[config.mk]
export PLATFORM = sky130hd
export DESIGN_NAME = sky130_as_sc_hs_cut_sequencer
export DESIGN_NICKNAME = d
export VERILOG_FILES = /design/src/rtl/sky130_as_sc_hs_cut_sequencer.sv
export SDC_FILE = /design/constraint.sdc
export NUM_CORES = 1
export LEC_CHECK = 0
export BUFFER_PORTS_ARGS = -buffer_cell sky130_fd_sc_hd__buf_4
export CAP_MARGIN = 20
export CORE_UTILIZATION = 55
export DETAILED_ROUTE_END_ITERATION = 8
export PLACE_DENSITY = 0.79
export SLEW_MARGIN = 20
export SYNTH_ARGS = -nofsm -noshare
export SYNTH_HDL_FRONTEND = slang
export SYNTH_SLANG_ARGS = --single-unit
[constraint.sdc]
create_clock -name i_clk -period 7.5 [get_ports i_clk]
set_input_delay 0.375 -clock i_clk [delete_from_list [all_inputs] [get_ports i_clk]]
set_output_delay 0.375 -clock i_clk [all_outputs]
set_load 0.01 [all_outputs]
[src/rtl/sky130_as_sc_hs_cut_sequencer.sv]
// sky130_as_sc_hs_cut_sequencer
//   Test-chip sequencer for characterising sky130_as_sc_hs logic cells.
//   Drives shared A/B pins to NUM_CUT cell-under-test slots, walks the four
//   input vectors (00,01,10,11), waits a programmable settle time, captures
//   every slot's Y and compares it against that slot's expected function.
//   Mismatches accumulate into sticky per-slot flags and a saturating count.
//
// Ports
//   i_clk        clock, rising edge
//   i_rst        asynchronous active-high reset
//   i_start      begin a run (sampled in IDLE only)
//   i_abort      stop the run, back to IDLE (ignored in IDLE)
//   i_loop       restart the vectors after FINISH without clearing errors
//   i_settle     extra wait cycles between APPLY and CAPTURE (0 allowed)
//   i_cut_func   per-slot function code, slot i = [3i+2:3i]
//   i_cut_y      CUT outputs, slot i = bit i
//   o_cut_a      shared A drive (vec[1])
//   o_cut_b      shared B drive (vec[0])
//   o_busy       high in any state other than IDLE
//   o_done       one-cycle pulse during FINISH
//   o_pass       fail mask is empty, updated on entry to FINISH
//   o_err_cnt    total mismatches, saturating
//   o_fail_mask  sticky per-slot mismatch flags
//
// State     | meaning
// ----------+---------------------------------------------------------
// S_IDLE    | waiting for i_start, A/B driven low
// S_APPLY   | A/B stable for current vector, settle counter loaded
// S_SETTLE  | down-counting the settle time, leaves on count == 1
// S_CAPTURE | CUT outputs registered into the capture register
// S_CHECK   | capture compared with expected, errors accumulated
// S_FINISH  | done pulse, restart vectors if looping else IDLE

module sky130_as_sc_hs_cut_sequencer #(
  parameter int NUM_CUT  = 8,
  parameter int SETTLE_W = 4,
  parameter int ERR_W    = 16
) (
  input  logic                   i_clk,
  input  logic                   i_rst,
  input  logic                   i_start,
  input  logic                   i_abort,
  input  logic                   i_loop,
  input  logic [SETTLE_W-1:0]    i_settle,
  input  logic [3*NUM_CUT-1:0]   i_cut_func,
  input  logic [NUM_CUT-1:0]     i_cut_y,
  output logic                   o_cut_a,
  output logic                   o_cut_b,
  output logic                   o_busy,
  output logic                   o_done,
  output logic                   o_pass,
  output logic [ERR_W-1:0]       o_err_cnt,
  output logic [NUM_CUT-1:0]     o_fail_mask
);

  localparam int PC_W  = $clog2(NUM_CUT + 1);
  localparam int SUM_W = ERR_W + PC_W;
  localparam logic [ERR_W-1:0] ERR_MAX = '1;

  typedef enum logic [2:0] {
    S_IDLE,
    S_APPLY,
    S_SETTLE,
    S_CAPTURE,
    S_CHECK,
    S_FINISH
  } state_t;

  state_t               r_state;
  state_t               w_state_nxt;
  logic [1:0]           r_vec;
  logic [SETTLE_W-1:0]  r_cnt;
  logic [NUM_CUT-1:0]   r_cap;
  logic                 r_cut_a;
  logic                 r_cut_b;
  logic                 r_done;
  logic                 r_pass;
  logic [ERR_W-1:0]     r_err_cnt;
  logic [NUM_CUT-1:0]   r_fail_mask;

  logic                 w_abort;
  logic                 w_a;
  logic                 w_b;
  logic [NUM_CUT-1:0]   w_exp;
  logic [NUM_CUT-1:0]   w_mism;
  logic [PC_W-1:0]      w_pc;
  logic [SUM_W-1:0]     w_sum;
  logic [ERR_W-1:0]     w_err_nxt;

  assign w_abort = i_abort && (r_state != S_IDLE);
  assign w_a     = r_vec[1];
  assign w_b     = r_vec[0];

  always_comb begin
    w_exp = '0;
    for (int i = 0; i < NUM_CUT; i++) begin
      case (i_cut_func[3*i +: 3])
        3'd0:    w_exp[i] = ~w_a;
        3'd1:    w_exp[i] = ~(w_a & w_b);
        3'd2:    w_exp[i] = ~(~w_a & w_b);
        3'd3:    w_exp[i] = w_a & w_b;
        3'd4:    w_exp[i] = ~(w_a | w_b);
        3'd5:    w_exp[i] = ~(~w_a | w_b);
        3'd6:    w_exp[i] = w_a | w_b;
        default: w_exp[i] = w_a;
      endcase
    end
  end

  assign w_mism = r_cap ^ w_exp;

  always_comb begin
    w_pc = '0;
    for (int i = 0; i < NUM_CUT; i++) begin
      w_pc = w_pc + PC_W'(w_mism[i]);
    end
  end

  // Sum is widened so a full-array mismatch can never wrap before the clamp.
  assign w_sum     = SUM_W'(r_err_cnt) + SUM_W'(w_pc);
  assign w_err_nxt = (w_sum > SUM_W'(ERR_MAX)) ? ERR_MAX : w_sum[ERR_W-1:0];

  always_ff @(posedge i_clk or posedge i_rst) begin
    if (i_rst) begin
      r_state <= S_IDLE;
    end else begin
      r_state <= w_state_nxt;
    end
  end

  always_comb begin
    w_state_nxt = r_state;
    case (r_state)
      S_IDLE:    if (i_start) w_state_nxt = S_APPLY;
      S_APPLY:   w_state_nxt = (i_settle == '0) ? S_CAPTURE : S_SETTLE;
      S_SETTLE:  if (r_cnt == SETTLE_W'(1)) w_state_nxt = S_CAPTURE;
      S_CAPTURE: w_state_nxt = S_CHECK;
      S_CHECK:   w_state_nxt = (r_vec == 2'd3) ? S_FINISH : S_APPLY;
      S_FINISH:  w_state_nxt = i_loop ? S_APPLY : S_IDLE;
      default:   w_state_nxt = S_IDLE;
    endcase
    if (w_abort) w_state_nxt = S_IDLE;
  end

  always_ff @(posedge i_clk or posedge i_rst) begin
    if (i_rst) begin
      r_vec       <= '0;
      r_cnt       <= '0;
      r_cap       <= '0;
      r_cut_a     <= 1'b0;
      r_cut_b     <= 1'b0;
      r_done      <= 1'b0;
      r_pass      <= 1'b0;
      r_err_cnt   <= '0;
      r_fail_mask <= '0;
    end else begin
      r_done <= (w_state_nxt == S_FINISH);
      if (w_abort) begin
        // Results so far are kept for inspection; only the drive is parked.
        r_cut_a <= 1'b0;
        r_cut_b <= 1'b0;
      end else begin
        case (r_state)
          S_IDLE: begin
            if (i_start) begin
              r_vec       <= '0;
              r_cut_a     <= 1'b0;
              r_cut_b     <= 1'b0;
              r_pass      <= 1'b0;
              r_err_cnt   <= '0;
              r_fail_mask <= '0;
            end
          end
          S_APPLY:   r_cnt <= i_settle;
          S_SETTLE:  r_cnt <= r_cnt - SETTLE_W'(1);
          S_CAPTURE: r_cap <= i_cut_y;
          S_CHECK: begin
            r_fail_mask <= r_fail_mask | w_mism;
            r_err_cnt   <= w_err_nxt;
            if (r_vec == 2'd3) begin
              // Include this vector's mismatches so PASS is valid in FINISH.
              r_pass <= ((r_fail_mask | w_mism) == '0);
            end else begin
              r_vec              <= r_vec + 2'd1;
              {r_cut_a, r_cut_b} <= r_vec + 2'd1;
            end
          end
          S_FINISH: begin
            r_vec   <= '0;
            r_cut_a <= 1'b0;
            r_cut_b <= 1'b0;
          end
          default: ;
        endcase
      end
    end
  end

  assign o_cut_a     = r_cut_a;
  assign o_cut_b     = r_cut_b;
  assign o_busy      = (r_state != S_IDLE);
  assign o_done      = r_done;
  assign o_pass      = r_pass;
  assign o_err_cnt   = r_err_cnt;
  assign o_fail_mask = r_fail_mask;

endmodule

# Word-level counts from Yosys, hierarchy flattened

Index checks and enable logic that the tools add are counted.

Bits in registers: 45
Bits of input ports: 41
Output and inout bits: 29
Word-level logic and storage cells: 150

Add/sub/neg operators: 10
Magnitude comparators: 1
Equal/unequal tests: 61
Multiplexer cells: 33
Bitwise logic cells: 12
Reductions and logical operators: 23

Operator list:

| kind                   | count |
|---|---|
| $eq A3 B3 Y1 const B   | 27 |
| $pmux W1 S7            | 8 |
| $eq A3 B2 Y1 const B   | 18 |
| $mux W16               | 2 |
| $pmux W16 S2           | 1 |
| $eq A3 B1 Y1 const B   | 9 |
| $logic_not A3 Y1       | 9 |
| $pmux W3 S6            | 1 |
| $add A16 B4 Y17        | 1 |
| $gt A17 B16 Y1 const B | 1 |
| $add A4 B1 Y4          | 4 |
| $pmux W8 S2            | 1 |
| $mux W3                | 4 |
| $logic_not A8 Y1       | 1 |
| $mux W1                | 8 |
| $mux W8                | 1 |
| $or A8 B8 Y8           | 1 |
| $pmux W4 S2            | 1 |
| $reduce_and A4 Y1      | 2 |
| $xor A8 B8 Y8          | 1 |
| $ne A2 B2 Y1 const B   | 3 |
| $ne A3 B3 Y1 const B   | 2 |
| $not A1 Y1             | 6 |
| $pmux W1 S3            | 2 |
| other kinds (19)       | 26 |

# Longest topological paths before layout

Gate-level depths: netlist of run 1.

Depth in word-level cells: 16
Gate-level depth with buffers: 22
Mapped depth without buffers: 20

# Worst setup path after synthesis of run 1

No wires, ideal clock.

Path type: register to register
Start: reg r_vec[1]
End: reg r_err_cnt[4] (netlist: o_err_cnt[4])
Setup time: 0.121 ns
Data arrival time: 5.234 ns
Required time: 7.379 ns
Slack: 2.145 ns
Stages on the path, launching flop included: 22
Clock period less this slack: 5.355 ns
Cells stage by stage: dfrtp_1 > buf_6 > inv_2 > ha_1 > buf_4 > xnor2_1 > mux4_2 > xor2_1 > inv_1 > fa_1 > fa_1 > inv_1 > fa_1 > inv_1 > fa_1 > fa_1 > a21o_1 > a21o_1 > and2_1 > nand2_1 > o21ai_0 > a22o_1

Word-level cells in the longest chain between the ends: 16

Ends and longest elaborated chain:

| what                                          | RTL line     | RTL |
|---|---|---|
| start, declared                               | 71           | `logic [1:0] r_vec;` |
| start signal, assigned                        | 184          | `r_vec <= r_vec + 2'd1;` |
| $not A1 Y1                                    | 98, 100, 103 |  |
| $or A1 B1 Y1 or $and A1 B1 Y1 (tied branches) | 103, 100     |  |
| $not A1 Y1, on equally long branches          | 103, 100     |  |
| $pmux W1 S7                                   | 97           | `case (i_cut_func[3*i +: 3])` |
| $xor A8 B8 Y8 (*)                             | 110          | `assign w_mism = r_cap ^ w_exp;` |
| $add A1 B1 Y2                                 | 115          | `w_pc = w_pc + PC_W'(w_mism[i]);` |
| $add A2 B1 Y3                                 | 115          |  |
| $add A3 B1 Y4                                 | 115          |  |
| $add A4 B1 Y4 (3 in series)                   | 115          |  |
| $add A4 B1 Y4 (*)                             | 115          |  |
| $add A16 B4 Y17 (*)                           | 120          | `assign w_sum = SUM_W'(r_err_cnt) + SUM_W'(w_pc);` |
| $gt A17 B16 Y1                                | 121          | `assign w_err_nxt = (w_sum > SUM_W'(ERR_MAX)) ? ERR_MAX : w_sum[ERR_W-1:0];` |
| $mux W16 (*)                                  | 121          |  |
| $pmux W16 S2 (*)                              | 163          | `case (r_state)` |
| end signal, assigned                          | 179          | `r_err_cnt <= w_err_nxt;` |
| end, declared                                 | 78           | `logic [ERR_W-1:0] r_err_cnt;` |

Mark *: on every way between the ends. The rest lies on a longest branch, timed or not.
A chain may end at the register's enable or synchronous reset.

# Worst setup path in the final report of run 1

Start: reg r_vec[1]
End: reg r_err_cnt[10] (netlist: o_err_cnt[10])

The elaborated chain is that of the path after synthesis.

==> key figures, run 1 <==
Pwr
  – Sw Pwr: 0.479 mW
  – Switching Fraction: 40.7%
  – Logic pwr share: 51.5%
  – Leakage: 1.91 nW
  – Clk network pwr share: 19.0%
  – Sequential Power Share: 29.6%
  – Pwr dens: 302 mW/mm2
  – Worst vdd ir: 182 uV
  – Final Total Pwr: 1.18 mW
  – Int Power: 0.698 mW

Yosys
  – Mapped Avg Cell Area: 9.42 um2
  – Ranking of synthesized cells by area: dfrtp_1 35%, o21ai_0 5.7%, ha_1 5.1%, mux2i_1 5.0%, mux4_2 4.2%
  – Cell variety after synth: 50
  – Post-Syn Instances: 342
  – EDFF count, synth: 0
  – Count leader, synth: dfrtp_1
  – Top cell type's share of synthesized area: 35.0%
  – Seq/Total Area, Yosys: 35.0%
  – Ys flop type: dfrtp_1
  – Warnings, synthesis: 0
  – Synth Register Bits: 45
  – Post-synth top area cell: dfrtp_1
  – Synth Cell Area: 0.00322 mm2
  – Syn Nets: 401
  – Synth cell count leaders: 45 x dfrtp_1, 37 x o21ai_0, 31 x nand2_1
  – Async S/R FF share, synth: 100%

GRT
  – First-pass GRT wire length: 12.5 mm
  – Initial antenna violation count: 0
  – Largest net degree at the start of global routing: 46
  – GR Overflow Total: 0
  – Vias in the first global route: 2623
  – GRT Total Usage: 25.7%

Route
  – Pre-antenna DRT Iters: 4
  – Vias/cell: 5.84
  – DRT Wirelength: 7.48 mm
  – Wirelength per Cell: 15.7 um
  – DR iter-0 viols: 233
  – Detail Route Antenna Nets: 0
  – DRC Markers: 0
  – Vias: 2773

Place
  – Area after DPL: 0.00375 mm2
  – Port bufs: 69
  – Hpwl dp: 5.63 mm
  – Pre-CTS WS: 1.51 ns
  – Placer Congestion: 0.887
  – Cell total after placement: 467

STA
  – Relative slew slack: 50.4%
  – Worst Skew: 0.00752 ns
  – Tmin final: 6.03 ns
  – Max Fclk: 166 MHz
  – Final setup violating endpoints: 0
  – Setup_tns: 0 ns
  – Hold WS: 0.201 ns
  – Final setup margin: 1.47 ns
  – Slew of the pin with the lowest slew margin: 0.741 ns
  – RSZ-0062 raised after global routing: no
  – Fin. max-slew vios: 0
  – Final hold violation count: 0
  – Fin crit share: 80.4%

Clock tree
  – Post-CTS setup repair buffer count: 0
  – Clock Pin Slew Worst Setup and Hold Paths: 0.09 ns
  – Post-CTS Hold Fix Bufs: 0
  – Clk buf depth: 2
  – H-tree levels: 2
  – Post_cts resized: 0
  – Clock sink total: 45
  – TritonCTS Buffers: 5
  – Clk_lat worst skew: 0.30 ns
  – Clk root buf: clkbuf_8
  – CTS tree: yes

Floorplanning
  – Die area: 0.00617 mm2
  – Die Span Y: 78.5 um
  – Ports: 70
  – Die W: 78.5 um
  – CORE AREA: 0.00557 mm2
  – Core Rows: 27
  – Initial core utilization: 57.8%

Layout
  – Multi-input logic area: 0.00193 mm2
  – Ant diodes: 0
  – Post-route cell area: 0.00389 mm2
  – Reg area: 0.00113 mm2
  – Nets: 461
  – Finished Layout Cells: 475
  – P&R area growth vs syn: 20.9%
  – Fillers: 458
  – Fraction of layout cells with a size suffix above 1: 26.1%
  – Core Util, Final: 69.9%

Min path
  – Min-Delay Path Class: in2async

Setup path
  – Required @ worst endpoint: 7.70 ns
  – Worst Setup End Kind: flip-flop
  – CP startpoint: r_vec[1]
  – CP Class: reg2reg
  – Startpoint Class: flip-flop
  – Arrival time at the worst endpoint: 6.23 ns
  – Worst-case reg-to-reg path depth: 19
  – Max FO, Critical Path: 12
  – Reg2reg start: r_vec[1]

Status
  – Status: completed

Run
  – Max Cap Viol: 0
## flip-flops by register name, indices dropped and copies added (netlist names)
name and cells:
o_err_cnt 16, o_fail_mask 8, r_cap 8, r_cnt 4, r_state 3, r_vec 2, o_cut_a 1, o_cut_b 1
o_done 1, o_pass 1
## path summary, 6_finish.rpt
kind | end | slack, ns
min reg2reg | o_err_cnt[1] | 0.52
min in group i_clk | r_cap[5] | 0.31
max in group asynchronous | r_vec[1] | 6.88
min | o_err_cnt[8] | 0.20
max reg2reg | o_err_cnt[10] | 1.47
max | o_err_cnt[10] | 1.47
## layout make-up
cell class	count	area share (%)
Clock buffer	5	1.77
Clock inverter	3	1.77
Inverter	22	2.12
Multi-Input combinational cell	258	49.6
Sequential cell	45	28.9
Tap cell	72	2.31
Timing Repair Buffer	70	13.5
## worst max-delay path: stages, from the launching register on
cell and delay (ns):
dfrtp_1 0.53, inv_2 0.23, ha_1 0.50, xnor2_1 0.14
mux4_2 0.49, xor2_1 0.23, inv_1 0.10, fa_1 0.49
fa_1 0.54, inv_1 0.05, fa_1 0.53, inv_1 0.06
fa_1 0.45, fa_1 0.41, a21o_1 0.21, a21o_1 0.23
and2_1 0.19, nand2_1 0.16, o21ai_0 0.12, a22o_1 0.24
## power groups by stage
stage | combinational (mW) | clock, mW | sequential (mW)
after detailed placement | 0.600 | 0 | 0.350
after CTS | 0.607 | 0.227 | 0.345
after global routing | 0.689 | 0.236 | 0.355
final | 0.606 | 0.223 | 0.348
after floorplan | 0.472 | 0 | 0.330
after global placement | 0.575 | 0 | 0.346
## layer usage
layer / wire, um / up-vias / global-route usage [%]
li1: - / 1348 / -
met5: 0 / - / 0
met2: 3700 / 78 / 42.3
met1: 3380 / 1341 / 35.7
met3: 324 / 6 / 3.60
met4: 66 / 0 / 6.30
## kinds of logic after synthesis
group,share of synthesized area (%)
xor+xnor,4.58
buf+inv,5.21
fa+ha+maj,8.16
mux,13.4
compound gates,17.3
flops,35.0
simple gates,16.5
## cells in the final DEF, fill, tap and decap left out, types with 6 or more instances in the layout
cell and n:
mux2_2 11, a21oi_1 16, o21ai_0 37, mux4_2 6
inv_1 19, mux2i_1 16, dfrtp_1 45, and3_1 8
buf_4 70, nand2b_1 7, nand3_1 7, xnor2_1 7
nand2_1 31, a21o_1 6, xor2_1 8, a22o_1 7
nand4_1 7, nor2_1 16, ha_1 13
No activity file was read; power rests on OpenSTA's default activity.
==> run 2, diff against run 1 <==
- clock period: 7.5 -> 5.7 ns (I/O delays scaled with it)
==> run 2 against run 1 <==
  * Cell count up 1.3%
  * Cell area rose by 1.5%
  * Fmax rose by 11%
  * Global-route usage is 0.75 points higher
  * Sequential share of layout area fell by 0.36 points
  * Non-clock buffer count rose by 6
  * Critical path type unchanged
  * Critical endpoint is now o_err_cnt[4]
  * Highest routed layer unchanged
==> key figures, run 2 (synthesized netlist as in run 1, its figures left out) <==
Layout
  – Fillers: 461
  – Commonest non-fill, non-tap cell in the layout: buf_4
  – Fraction of layout cells with a size suffix above 1: 28.9%
  – Reg area: 0.00113 mm2
  – Max reg flops: 16
  – Commonest non-fill, non-tap cells in the layout: 76 x buf_4, 43 x dfrtp_1, 37 x o21ai_0, 30 x nand2_1, 18 x inv_1
  – Nets: 467
  – P&R area growth vs syn: 22.7%
  – Multi-input logic area: 0.00196 mm2
  – Ant diodes: 0

Pwr
  – Pwr dens: 386 mW/mm2
  – Leakage: 1.93 nW
  – Worst vdd ir: 252 uV
  – Final Total Pwr: 1.53 mW

Setup path
  – CP Class: reg2reg
  – Arrival time at the worst endpoint: 5.62 ns
  – Max FO, Critical Path: 6
  – Worst Setup End Kind: flip-flop
  – Startpoint Class: flip-flop
  – Required @ worst endpoint: 5.90 ns

STA
  – Setup_tns: 0 ns
  – Slew of the pin with the lowest slew margin: 1.07 ns
  – Hold WS: 0.125 ns
  – RSZ-0062 raised after global routing: no
  – Worst Skew: 0.0111 ns
  – Tmin final: 5.42 ns
  – Final hold violation count: 0
  – Fin crit share: 95.0%
  – Max Fclk: 185 MHz
  – Final setup violating endpoints: 0
  – Relative slew slack: 28.6%
  – Final setup margin: 0.282 ns
  – Fin. max-slew vios: 0

Floorplanning
  – Die Span Y: 78.5 um
  – Die area: 0.00617 mm2
  – Die W: 78.5 um
  – Core Rows: 27
  – Ports: 70
  – CORE AREA: 0.00557 mm2
  – Initial core utilization: 57.8%

Place
  – Port bufs: 69
  – Pre-CTS WS: 0.105 ns
  – Hpwl dp: 5.65 mm
  – Placer Congestion: 0.849

GRT
  – First-pass GRT wire length: 12.7 mm
  – GRT Total Usage: 26.5%
  – Largest net degree at the start of global routing: 46
  – Initial antenna violation count: 0
  – Vias in the first global route: 2711
  – GR Overflow Total: 0

Clock tree
  – Clock Pin Slew Worst Setup and Hold Paths: 0.09 ns
  – CTS tree: yes
  – TritonCTS Buffers: 5
  – Clk buf depth: 2
  – Clk root buf: clkbuf_8
  – Clock sink total: 45
  – H-tree levels: 2
  – Clk_lat worst skew: 0.30 ns

Route
  – Detail Route Antenna Nets: 0
  – DR iter-0 viols: 262
  – Vias/cell: 5.79
  – Pre-antenna DRT Iters: 4
  – Wirelength per Cell: 15.8 um
  – DRT Wirelength: 7.60 mm
  – DRC Markers: 0
  – Vias: 2786

Run
  – Max Cap Viol: 0

Min path
  – Min-Delay Path Class: in2async

Status
  – Status: completed
run 2: cell count changes in the layout (fill, tap and decap cells not counted), sizes merged:
cell and delta:
buf +6, clkbuf +2, bufinv -1, inv -1
run 2: final timing paths:
kind	start	end	slack, ns	cells past startpoint
setup reg to reg	r_vec[0]	o_err_cnt[4]	0.28	19
hold / removal	i_rst	o_err_cnt[7]	0.12	3
max in group asynchronous	i_rst	r_vec[1]	5.15	3
min in group i_clk	i_cut_y[6]	r_cap[6]	0.21	2
setup / recovery	r_vec[0]	o_err_cnt[4]	0.28	19
hold reg to reg	o_err_cnt[3]	o_err_cnt[3]	0.52	2
run 2: cell type report:
class	count	share of cell area [%]
Clock buffer	7	2.18
Clock inverter	1	0.760
Inverter	22	2.09
Multi-Input combinational cell	258	49.7
Sequential cell	45	28.6
Tap cell	72	2.28
Timing Repair Buffer	76	14.4
run 2: through the flow:
stage                     utilization (%)  std cells  instance area, um2
final                                70.9        481                3950
after global routing                 70.9        481                3950
after CTS                            70.2        481                3910
after detailed placement             68.1        473                3800
after global placement               68.1        473                3800
after floorplan                         -        342                3220
run 2: layer usage:
| metal | vias to the layer above | track usage (%) | wire length [um] |
|---|---|---|---|
| li1 | 1358 | - | - |
| met1 | 1332 | 35.2 | 3350 |
| met2 | 83 | 44.1 | 3760 |
| met3 | 13 | 3.72 | 347 |
| met4 | 0 | 8.89 | 147 |
| met5 | - | 0 | 0 |
run 2: timing repair:
action,CTS,global route
hold buffers,0,0
setup buffers,0,0
endpoints found under the setup margin,0,11
gates resized for setup,0,10
run 2: where the power goes:
| group | switching [mW] | internal, mW |
|---|---|---|
| registers | 0.0720 | 0.384 |
| logic | 0.445 | 0.369 |
| clock network | 0.113 | 0.143 |
| total | 0.631 | 0.895 |
run 2: critical path, cell delays in order (launching register included):
cell,delay [ns]
dfrtp_2,0.45
ha_1,0.25
inv_1,0.13
mux2i_1,0.09
mux4_2,0.50
xor2_2,0.18
inv_1,0.08
fa_1,0.47
fa_1,0.54
inv_1,0.05
fa_1,0.53
inv_1,0.05
fa_1,0.46
fa_1,0.42
a21o_1,0.21
a21o_1,0.22
and2_1,0.20
nand2_2,0.14
o21ai_0,0.10
a22o_1,0.24
